`src/rtl/regfile_wb_arbiter.sv`:
```
// regfile_wb_arbiter: merges ALU and FIFO-buffered LSU writebacks onto the regfile write port; `WB_BYPASS_EN adds forwarding outputs
module regfile_wb_arbiter #(
    parameter int DEPTH      = 4,
    parameter int MAX_STARVE = 3
) (
    input  logic                       clk,
    input  logic                       rst_n,
    input  logic                       alu_valid_i,
    input  logic [4:0]                 alu_sel_i,
    input  logic [31:0]                alu_data_i,
    output logic                       alu_stall_o,
    input  logic                       lsu_valid_i,
    output logic                       lsu_ready_o,
    input  logic [4:0]                 lsu_sel_i,
    input  logic [31:0]                lsu_data_i,
    output logic                       we_o,
    output logic [4:0]                 sel_rd_o,
    output logic [31:0]                rd_o,
    output logic [$clog2(DEPTH):0]     pending_o
`ifdef WB_BYPASS_EN
    ,
    output logic                       fwd_valid_o,
    output logic [4:0]                 fwd_sel_o,
    output logic [31:0]                fwd_data_o
`endif
);
    localparam int AW = $clog2(DEPTH);
    localparam int CW = AW + 1;
    localparam int SW = $clog2(MAX_STARVE + 1);

    logic [36:0]   mem_q [DEPTH];
    logic [AW-1:0] wr_ptr_q, wr_ptr_d, rd_ptr_q, rd_ptr_d;
    logic [CW-1:0] count_q, count_d;
    logic [SW-1:0] starve_q, starve_d;
    logic          we_q, we_d;
    logic [4:0]    sel_q, sel_d;
    logic [31:0]   data_q, data_d;
    logic          force_drain, alu_win, pop, push, win_v;
    logic [36:0]   win;

    // Arbitrate from registered state and compute next FIFO/starve/output values
    always_comb begin
        force_drain = (count_q != '0) && (starve_q == SW'(MAX_STARVE));
        alu_win     = alu_valid_i && !force_drain;
        pop         = !alu_win && (count_q != '0);
        push        = lsu_valid_i && (count_q != CW'(DEPTH));
        lsu_ready_o = !rst_n || (count_q != CW'(DEPTH));
        alu_stall_o = rst_n && force_drain && alu_valid_i;
        win_v       = alu_win || pop;
        win         = alu_win ? {alu_sel_i, alu_data_i} : mem_q[rd_ptr_q];
        wr_ptr_d    = push ? wr_ptr_q + 1'b1 : wr_ptr_q;
        rd_ptr_d    = pop ? rd_ptr_q + 1'b1 : rd_ptr_q;
        count_d     = count_q + CW'(push) - CW'(pop);
        starve_d    = (pop || count_q == '0) ? '0 :
                      (starve_q == SW'(MAX_STARVE)) ? starve_q : starve_q + 1'b1;
        we_d        = win_v && (win[36:32] != 5'd0);
        sel_d       = win_v ? win[36:32] : sel_q;
        data_d      = win_v ? win[31:0] : data_q;
    end

    // State and output registers with synchronous active-low reset
    always_ff @(posedge clk) begin
        if (!rst_n) begin
            wr_ptr_q <= '0;
            rd_ptr_q <= '0;
            count_q  <= '0;
            starve_q <= '0;
            we_q     <= 1'b0;
            sel_q    <= '0;
            data_q   <= '0;
        end else begin
            wr_ptr_q <= wr_ptr_d;
            rd_ptr_q <= rd_ptr_d;
            count_q  <= count_d;
            starve_q <= starve_d;
            we_q     <= we_d;
            sel_q    <= sel_d;
            data_q   <= data_d;
        end
    end

    // FIFO storage; contents are don't-care until pushed
    always_ff @(posedge clk) begin
        if (push) mem_q[wr_ptr_q] <= {lsu_sel_i, lsu_data_i};
    end

    assign we_o      = we_q;
    assign sel_rd_o  = sel_q;
    assign rd_o      = data_q;
    assign pending_o = count_q;
`ifdef WB_BYPASS_EN
    assign fwd_valid_o = we_q && rst_n;
    assign fwd_sel_o   = sel_q;
    assign fwd_data_o  = data_q;
`endif
endmodule

```
`config.mk`:
```
export PLATFORM = sky130hd
export DESIGN_NAME = regfile_wb_arbiter
export DESIGN_NICKNAME = d
export VERILOG_FILES = /design/src/rtl/regfile_wb_arbiter.sv
export SDC_FILE = /design/constraint.sdc
export NUM_CORES = 1
export LEC_CHECK = 0
export CORE_MARGIN = 1.5
export CORE_UTILIZATION = 40
export CTS_CLUSTER_SIZE = 30
export DETAILED_ROUTE_END_ITERATION = 12
export PLACE_DENSITY = 0.66
export SYNTH_ARGS = -nofsm -noshare
export SYNTH_HDL_FRONTEND = slang
export SYNTH_SLANG_ARGS = --single-unit
```
`constraint.sdc`:
```
create_clock -name clk -period 4.6 [get_ports clk]
set_input_delay 0.92 -clock clk [delete_from_list [all_inputs] [get_ports clk]]
set_output_delay 0.92 -clock clk [all_outputs]
set_load 0.01 [all_outputs]
```
Word level (Yosys, flattened, before mapping). Memories as Yosys holds them, arrays and structs flattened. A register that Yosys moved wholly into a read port is not among the register bits. Cells that the tools add are included. Widths: inputs -> output; s select.

Add/subtract/negate cells: 5. Equal/unequal tests: 2. Multiplexer cells: 5. Bitwise logic cells: 1. Reductions and logical operators: 17.

Operator list (count): $mux 37 (1); $logic_and 1x1->1 (7); $add 2x1->2 const B (3); $reduce_bool 5->1 (1); $mux 2 (2); $add 3x1->3 (1); $logic_not 1->1 (3); $logic_not 3->1 (1); $logic_or 1x1->1 (3); $ne 3x3->1 const B (1); $reduce_bool 3->1 (1); $sub 3x1->3 (1); $eq 2x2->1 const B (1); $mux 1 (2); $reduce_or 2->1 (1); $not 1->1 (1).

Register bits: 47. RAM bits: 148. Input port bits: 78. Logic and storage cells: 38. Memories: 1.

Memories: mem_q (words 4, width 37, read ports 1, clocked after memory_dff 1, wr ports 1, line 31) `logic [36:0] mem_q [DEPTH];`.

Depth between registers and ports, before layout. Gate-level depths: netlist (run 1).

Depth in word-level cells: 8. Mapped depth: 10. Depth with buffers taken out: 10.

Worst setup path before layout (run 1). Ideal clock, no wire load.

Path type: input-to-reg. Start: input alu_valid_i. End: register count_q[2] (netlist: pending_o[2]). Library setup time: 0.115 ns. Data arrival time: 2.655 ns. Setup slack: 1.830 ns. Stages: 9. Path through: clkbuf_1 a21boi_0 ha_1 inv_1 ha_1 fa_1 xnor2_1 xnor2_1 and2_1.

Longest elaborated chain between the ends: 4.

RTL lines: start: declaration (line 8) `input logic alu_valid_i,`; $logic_and 1x1->1 (line 44) `alu_win = alu_valid_i && !force_drain;`; $logic_not 1->1 (line 45) `pop = !alu_win && (count_q != '0);`; $logic_and 1x1->1 (line 45); via pop (line 38) `logic force_drain, alu_win, pop, push, win_v;`; $sub 3x1->3 (line 53) `count_d = count_q + CW'(push) - CW'(pop);`; end signal: assignment (line 74) `count_q <= count_d;`; end: declaration (line 33) `logic [CW-1:0] count_q, count_d;`.

The timed path passes the listed nets, and every way through them passes these cells. A chain may end at the register's enable or synchronous reset.

Final worst setup path (run 1).
Start: input alu_valid_i. End: output alu_stall_o.

Longest elaborated chain between the ends: 1.

RTL lines: $logic_and 1x1->1 (line 48) `alu_stall_o = rst_n && force_drain && alu_valid_i;`; end: declaration (line 11) `output logic alu_stall_o,`.

No other way between the ends.

==> impl_metrics.csv, run 1 <==
group,metric,value,unit
yosys,synth-main-ff-cell,"edfxtp_1",
power_and_ir_drop,powerDensity,516,nW/um^2
worst_setup_path,crit_chain,"clkdlybuf4s50_1 -> nand3_1 -> nor2_1 -> clkdlybuf4s50_1",
clocking,numCtsBuffers,17,
sta,rsz0062_at_grt,"no",
clocking,cts_tree,"done",
global_route,globalRouteTotalUtil,15.1,%
worst_setup_path,critPathMaxFanout,8,
clocking,htree_levels,4,
worst_setup_path,cpMostUsedCell,"clkdlybuf4s50_1",
global_route,antenna_found_initial,0,
sta,finalClockSkew,0.00906,ns
sta,report.final.slew_viol_count,0,
sta,clock.fmax,291,MHz
sta,period_share,74.6,%
cells_and_area,drive_above_1_share,14.4,%
cells_and_area,utilization,52.1,%
global_route,grt_max_degree,39,
clocking,cts_resized,0,
floorplanning,core_area,18200,sq um
yosys,synth-async-reset-ratio,0,%
sta,tightest_slew,1.06,ns
route,drtPass1Iterations,4,
power_and_ir_drop,fin_total_pwr,4.89,mW
global_route,busiest_layer,"met2",
worst_hold_path,hold_depth,1,
yosys,synth_warnings,0,
route,wl,13.8,mm
cells_and_area,syn2layout_area_growth,26.4,%
flow_run,cap_violations,0,
yosys,avgSynthCellArea,17.9,sq um
floorplanning,fp.dieW,140,um
floorplanning,start_util,41.2,%
worst_setup_path,slowest_delay,0.74,ns
sta,setup-violations-final,0,
yosys,syn_nets,505,
global_route,grt_use_met3,3.49,%
placed_design,placed_area,8900,sq um
floorplanning,std_cell_rows,49,
sta,hold-worst-slack,0.431,ns
clocking,clk_pin_slew_worst_paths,0.06,ns
worst_setup_path,slowest_stage,"clkdlybuf4s50_1",
placed_design,gp_congestion,0.708,
global_route,grt-ovfl-total,0,
floorplanning,fp.dieH,140,um
placed_design,port_buffers,120,
clocking,clock_sinks,197,
floorplanning,io_pins,121,
clocking,cts_buffer_depth,2,
worst_hold_path,hold_path.class,"flop to flop",
worst_setup_path,cp.arrival,2.51,ns
sta,slew_headroom,29.5,%
route,drt_first_iter_violations,124,
yosys,yosys.area.top_type,"edfxtp_1",
yosys,synthTopCellsByArea,"edfxtp_1, dfxtp_1, mux4_2",
yosys,synthDistinctLibCells,37,
worst_setup_path,critPathLaunchType,"primary input",
power_and_ir_drop,leakagePower,3.20,nW
route,num_vias,3929,
global_route,met2_usage,25.8,%
worst_setup_path,rr_worst_depth,10,
worst_setup_path,crit_path_end_kind,"primary output",
cells_and_area,fin_nets,628,
global_route,grt_pass1_wl,22.2,mm
yosys,synth_seq_area_share,72.3,%
power_and_ir_drop,ir_worst_vdd,244,uV
route,ant_nets,0,
yosys,synth-edff-count,148,
outcome,status,"completed",
cells_and_area,fin_area,9490,sq um
worst_setup_path,critPathKind,"primary input to primary output",
global_route,grt_pass1_vias,4185,
yosys,synth_cells,419,
worst_setup_path,required,3.68,ns
route,drc_errors,0,
placed_design,dp_hpwl,8.64,mm
clocking,insertion_delay,0.42,ns
yosys,synth_top_area_share,59.2,%
sta,hold_viol,0,
clocking,cts_root_buf,"clkbuf_16",
floorplanning,die_area,19600,sq um
sta,setup-tns-final,0,ns
route,wire_per_inst,17.7,um
cells_and_area,n_antenna_cell,0,
global_route,use_met1,18.9,%
sta,period_needed,3.43,ns
clocking,cts_hold_buf,0,
clocking,post_cts_buffers,0,
yosys,ys_seq_elements,197,
route,viasPerCell,5.02,
yosys,synth_area,7500,sq um
## metrics by stage
| stage | instances | setup WS [ns] |
|---|---|---|
| final | 783 | 1.17 |
| after detailed placement | 752 | 1.18 |
| after global placement | 752 | 1.20 |
| after floorplan | 419 | 1.83 |
| after CTS | 783 | 1.17 |
| after global routing | 783 | 1.05 |
## metal layers
layer	wire [um]	part of all wire (%)
met4	191	1.4
met3	641	4.6
met5	0	0
met2	7010	51
met1	6010	43
## logic make-up after synthesis
kind of cell	Yosys count	synth area share (%)
compound gates	47	3.50
buf+inv	28	2.27
mux	73	15.9
simple gates	61	4.02
xor+xnor	5	0.584
fa+ha+maj	8	1.43
flops	197	72.3
## cells in the mapped netlist, types with 2 or more instances
master / instances
o21ai_0: 31
buf_2: 3
buf_4: 4
dfxtp_1: 49
and2_1: 12
mux2i_1: 36
mux4_2: 37
buf_6: 6
inv_1: 8
o21ai_1: 6
ha_1: 7
xnor2_1: 4
nand2_1: 36
o21ai_2: 2
nand3_1: 4
clkbuf_1: 5
edfxtp_1: 148
nor2_1: 2
## placed cells by master (no fill, tap or decap), drive strengths merged
cell type / instances
edfxtp: 148
clkdlybuf4s50: 120
dfxtp: 49
o21ai: 39
mux4: 37
nand2: 37
mux2i: 36
clkbuf: 18
and2: 12
inv: 10
ha: 7
clkinv: 6
nand3: 4
xnor2: 4
buf: 4
bufinv: 3
nor2: 2
clkinvlp: 2
a21boi: 2
nor3b: 2
or3: 1
o31ai: 1
xor2: 1
o211ai: 1
nor3: 1
o31a: 1
nor2b: 1
and4: 1
a41oi: 1
a21oi: 1
a21o: 1
fa: 1
## flip-flops by register name, indices dropped and copies added, names as in the netlist, named ones only
signal / cells
mem_q: 148
we_o: 1
rd_o: 32
starve_q: 2
rd_ptr_q: 2
sel_rd_o: 5
pending_o: 3
wr_ptr_q: 2
## final timing paths
check,from,to,slack [ns]
max,alu_valid_i,alu_stall_o,1.17
max reg2reg,pending_o[0],pending_o[2],2.07
min,starve_q[0],starve_q[0],0.43
min reg2reg,starve_q[0],starve_q[0],0.43
## critical path, delay by kind of cell
family,cells,cell delay [ns]
buffers and inverters,2,1.28
and+or+nand+nor,2,0.31
## power by group
part	internal, mW	total (mW)	switching (mW)
logic	0.609	1.07	0.464
registers	2.20	2.36	0.164
clock network	0.850	1.46	0.607
total	3.66	4.89	1.23
## cell type report
cell class | instances | area, sq um
well taps | 229 | 287
clock inverters | 13 | 156
repair buffers | 124 | 1230
multi-input cells | 194 | 1930
inverters | 8 | 30.0
flip-flops and latches | 197 | 5430
clock buffers | 18 | 429
fillers | 1465 | 8720
Note: power is estimated with default switching activity, not from simulation.
==> run 2: changes to the inputs <==
==> constraint.sdc (replaced) <==
create_clock -name clk -period 3.55 [get_ports clk]
set_input_delay 0.71 -clock clk [delete_from_list [all_inputs] [get_ports clk]]
set_output_delay 0.71 -clock clk [all_outputs]
set_load 0.01 [all_outputs]
==> run 2 against run 1 <==
Via count rose by 2.0%. Hold slack better by 0.0072 ns. Sequential power up 29%. Utilization is 0.87 points higher. Flip-flop and latch count stayed put. Setup slack lost 0.63 ns. Non-clock buffer count rose by 8. Final area up 1.7%. Critical path depth unchanged. Clock skew increased by 0.0010 ns. First-iteration DRC count up 61%. Critical path type unchanged. Largest cell class unchanged. Largest power group unchanged.
==> impl_metrics.csv, run 2 (synthesized netlist as in run 1, its figures left out) <==
group,metric,value,unit
sta,report.final.slew_viol_count,0,
placed_design,port_buffers,120,
sta,period_needed,3.01,ns
floorplanning,io_pins,121,
route,drt_first_iter_violations,200,
worst_setup_path,cpMostUsedCell,"clkdlybuf4s50_1",
global_route,grt-ovfl-total,0,
route,ant_nets,0,
route,drc_errors,0,
sta,hold_viol,0,
floorplanning,die_area,19600,sq um
clocking,insertion_delay,0.43,ns
worst_setup_path,cp.arrival,2.30,ns
floorplanning,std_cell_rows,49,
cells_and_area,largest_reg_flops,148,
cells_and_area,n_antenna_cell,0,
clocking,numCtsBuffers,17,
clocking,cts_tree,"done",
route,drtPass1Iterations,4,
sta,slew_headroom,53.1,%
clocking,cts_resized,0,
route,wire_per_inst,18.4,um
global_route,antenna_found_initial,1,
cells_and_area,fin_nets,636,
floorplanning,start_util,41.2,%
clocking,post_cts_buffers,0,
power_and_ir_drop,fin_total_pwr,6.44,mW
cells_and_area,drive_above_1_share,16.3,%
flow_run,cap_violations,0,
placed_design,gp_congestion,0.735,
worst_setup_path,critPathKind,"primary input to primary output",
sta,setup-tns-final,0,ns
sta,setup-violations-final,0,
clocking,clock_sinks,197,
worst_setup_path,critPathMaxFanout,12,
clocking,cts_root_buf,"clkbuf_16",
route,num_vias,4006,
sta,period_share,84.7,%
cells_and_area,syn2layout_area_growth,28.5,%
worst_setup_path,crit_chain,"clkdlybuf4s50_1 -> nand3_1 -> nor2_1 -> clkdlybuf4s50_1",
power_and_ir_drop,ir_worst_vdd,333,uV
clocking,htree_levels,4,
sta,tightest_slew,0.704,ns
worst_setup_path,path_buf_inv,2,
sta,finalClockSkew,0.0101,ns
worst_setup_path,slowest_delay,0.71,ns
global_route,grt_pass1_vias,4221,
floorplanning,core_area,18200,sq um
placed_design,dp_hpwl,9.48,mm
cells_and_area,final_common_cell,"edfxtp_1",
clocking,cts_buffer_depth,2,
worst_setup_path,required,2.84,ns
sta,clock.fmax,332,MHz
global_route,grt_pass1_wl,23.2,mm
sta,rsz0062_at_grt,"no",
cells_and_area,largest-register,"mem_q",
route,viasPerCell,5.06,
route,wl,14.6,mm
power_and_ir_drop,leakagePower,3.29,nW
worst_setup_path,critPathLaunchType,"primary input",
floorplanning,fp.dieW,140,um
worst_setup_path,critPathTopFamily,"buffers and inverters",
cells_and_area,mostFrequentLayoutCells,"edfxtp_1, clkdlybuf4s50_1, dfxtp_1",
clocking,cts_hold_buf,0,
floorplanning,fp.dieH,140,um
worst_setup_path,slowest_stage,"clkdlybuf4s50_1",
global_route,globalRouteTotalUtil,15.9,%
worst_hold_path,hold_path.class,"flop to flop",
clocking,clk_pin_slew_worst_paths,0.07,ns
outcome,status,"completed",
worst_setup_path,crit_path_end_kind,"primary output",
power_and_ir_drop,powerDensity,667,nW/um^2
global_route,grt_max_degree,38,
[run 2: cell types whose count changed in the layout (fill, tap and decap cells not counted), sizes merged]
cell,previous run,this run
inv,10,12
clkinvlp,2,1
buf,4,12
clkinv,6,2
bufinv,3,0
clkbuf,18,25
[run 2: worst register-to-register path: stages, from the launching register on]
cell      delay [ns]
dfxtp_1         0.36
or3_4           0.46
a21boi_0        0.19
ha_1            0.32
inv_1           0.04
ha_1            0.18
fa_1            0.37
xnor2_1         0.14
xnor2_1         0.13
and2_1          0.15
[run 2: where the power goes]
part	switching, mW	internal [mW]
logic	0.643	0.836
registers	0.196	2.84
clock network	0.816	1.10
[run 2: metal layers]
metal | global-route usage [%] | wire (um) | vias to the layer above
met5 | 0 | 9 | -
met4 | 5.26 | 193 | 2
met3 | 4.31 | 879 | 17
met2 | 26.7 | 7240 | 110
met1 | 20.2 | 6270 | 1998
li1 | - | - | 1879
[run 2: final cells by class]
class	count	area (sq um)
well taps	229	287
repair buffers	132	1370
clock buffers	25	559
multi-input cells	194	1930
fillers	1412	8560
flip-flops and latches	197	5430
clock inverters	7	50.0
inverters	8	30.0
[run 2: stage by stage]
stage	cell area (sq um)	utilization [%]	setup slack [ns]	hold slack, ns	instances
5_1_grt	9650	53.0	0.441	0.461	792
3_5_place_dp	9040	49.6	0.545	0.433	760
2_1_floorplan	7500	-	0.990	0.404	419
6_report	9650	53.0	0.541	0.438	792
3_3_place_gp	9040	49.6	0.616	0.418	760
4_1_cts	9650	53.0	0.533	0.443	792
[run 2: path summary, 6_finish.rpt]
check	slack, ns	cells after the start	from	to
setup / recovery	0.54	4	rst_n	alu_stall_o
hold / removal	0.44	1	starve_q[0]	starve_q[0]
setup reg to reg	1.11	9	pending_o[1]	pending_o[2]
hold reg to reg	0.44	1	starve_q[0]	starve_q[0]
==> run 3: changes to the inputs <==
==> constraint.sdc (replaced) <==
create_clock -name clk -period 2.8 [get_ports clk]
set_input_delay 0.56 -clock clk [delete_from_list [all_inputs] [get_ports clk]]
set_output_delay 0.56 -clock clk [all_outputs]
set_load 0.01 [all_outputs]
==> run 3 against run 2 <==
Via count about the same. Sequential share of layout area up 0.31 points. Wire length about the same. Final area down 0.54%. Count of clock-buffer cells in the layout down 5. Flip-flop and latch count unchanged. Sequential power up 26%. Largest cell class unchanged.
==> impl_metrics.csv, run 3 (synthesized netlist as in run 1, its figures left out) <==
group,metric,value,unit
clocking,insertion_delay,0.43,ns
cells_and_area,largest-register,"mem_q",
clocking,cts_hold_buf,0,
cells_and_area,syn2layout_area_growth,27.8,%
route,num_vias,4010,
floorplanning,fp.dieH,140,um
sta,period_share,91.3,%
clocking,cts_tree,"done",
sta,report.final.slew_viol_count,0,
clocking,htree_levels,4,
global_route,busiest_layer,"met2",
floorplanning,io_pins,121,
floorplanning,start_util,41.2,%
worst_setup_path,cpMostUsedCell,"clkdlybuf4s50_1",
floorplanning,fp.dieW,140,um
sta,setup-tns-final,0,ns
cells_and_area,mostFrequentLayoutCells,"edfxtp_1, clkdlybuf4s50_1, dfxtp_1",
worst_setup_path,crit_path_end_kind,"primary output",
floorplanning,die_area,19600,sq um
global_route,grt_pass1_vias,4300,
clocking,clock_sinks,197,
worst_hold_path,hp-start,"starve_q[0]",
global_route,grt_max_degree,23,
cells_and_area,utilization,52.7,%
power_and_ir_drop,powerDensity,832,nW/um^2
global_route,grt_use_met3,5.16,%
sta,finalClockSkew,0.00887,ns
sta,period_needed,2.56,ns
sta,hold_viol,0,
cells_and_area,final_common_cell,"edfxtp_1",
route,drt_first_iter_violations,187,
clocking,cts_root_buf,"clkbuf_16",
global_route,grt_pass1_wl,23.2,mm
cells_and_area,fin_nets,645,
floorplanning,core_area,18200,sq um
sta,tightest_slew,0.624,ns
global_route,globalRouteTotalUtil,15.8,%
clocking,cts_buffer_depth,2,
power_and_ir_drop,leakagePower,3.28,nW
worst_setup_path,critPathMaxFanout,7,
cells_and_area,drive_above_1_share,17.7,%
worst_setup_path,slowest_stage,"clkdlybuf4s50_1",
cells_and_area,nFillCells,1464,
placed_design,gp_congestion,0.723,
worst_setup_path,cp.arrival,2.00,ns
route,ant_nets,0,
route,viasPerCell,5.01,
worst_hold_path,hold_path.class,"flop to flop",
global_route,met2_usage,26.8,%
sta,setup-violations-final,0,
global_route,use_met1,19.9,%
worst_setup_path,required,2.24,ns
power_and_ir_drop,ir_worst_vdd,464,uV
route,wl,14.6,mm
floorplanning,std_cell_rows,49,
sta,clock.fmax,391,MHz
route,wire_per_inst,18.2,um
sta,rsz0062_at_grt,"no",
worst_setup_path,critPathKind,"primary input to primary output",
clocking,cts_resized,0,
worst_setup_path,critPathLaunchType,"primary input",
worst_setup_path,worstReg2RegStart,"pending_o[1]",
worst_setup_path,crit_path_start,"alu_valid_i",
global_route,antenna_found_initial,0,
flow_run,cap_violations,0,
placed_design,dp_hpwl,9.71,mm
worst_setup_path,slowest_delay,0.53,ns
outcome,status,"completed",
clocking,post_cts_buffers,0,
global_route,grt-ovfl-total,0,
clocking,clk_pin_slew_worst_paths,0.07,ns
clocking,numCtsBuffers,17,
worst_setup_path,crit_chain,"clkdlybuf4s50_1 -> buf_4 -> nand3_1 -> nor2_1 -> clkdlybuf4s50_1",
placed_design,port_buffers,120,
route,drc_errors,0,
route,drtPass1Iterations,4,
cells_and_area,n_antenna_cell,0,
cells_and_area,largest_reg_flops,148,
sta,slew_headroom,58.4,%
## run 3: final timing paths
check            endpoint  slack [ns]  depth (start not counted)
min reg2reg   starve_q[0]        0.43                          1
max reg2reg  pending_o[2]        0.37                          9
max           alu_stall_o        0.24                          5
min           starve_q[0]        0.43                          1
## run 3: cell type report
type                    instances  area, sq um  share of cell area (%)
flip-flops and latches        197         5430                    56.6
multi-input cells             194         1930                    20.1
repair buffers                141         1370                    14.3
clock buffers                  20          457                    4.76
well taps                     229          287                    2.99
clock inverters                12         95.1                   0.991
inverters                       8         30.0                   0.313
## run 3: where the power goes
group | switching (mW) | leakage, nW | internal (mW)
clock network | 1.07 | 0.262 | 1.20
logic | 0.842 | 1.25 | 1.05
registers | 0.221 | 1.76 | 3.60
total | 2.13 | 3.28 | 5.85
## run 3: per-layer routing
layer  vias up  part of all wire [%]
met1      2014                    44
met3         7                   4.5
met4         0                  0.51
met5         -                     0
met2        95                    51
li1       1894                     -
## run 3: critical path, delay by kind of cell
kind          cells  cell delay [ns]
buf+inv           3             1.19
simple gates      2             0.24
## run 3: per-stage QoR
stage          power [mW]  cell area, sq um  setup WS [ns]  hold WS, ns  instances
2_1_floorplan        4.99              7500          0.390        0.404        419
3_3_place_gp         5.77              9040          0.159        0.417        769
3_5_place_dp         5.83              9040          0.104        0.424        769
4_1_cts              8.10              9590          0.233        0.431        801
5_1_grt              8.39              9590          0.131        0.465        801
6_report             7.98              9590          0.243        0.428        801
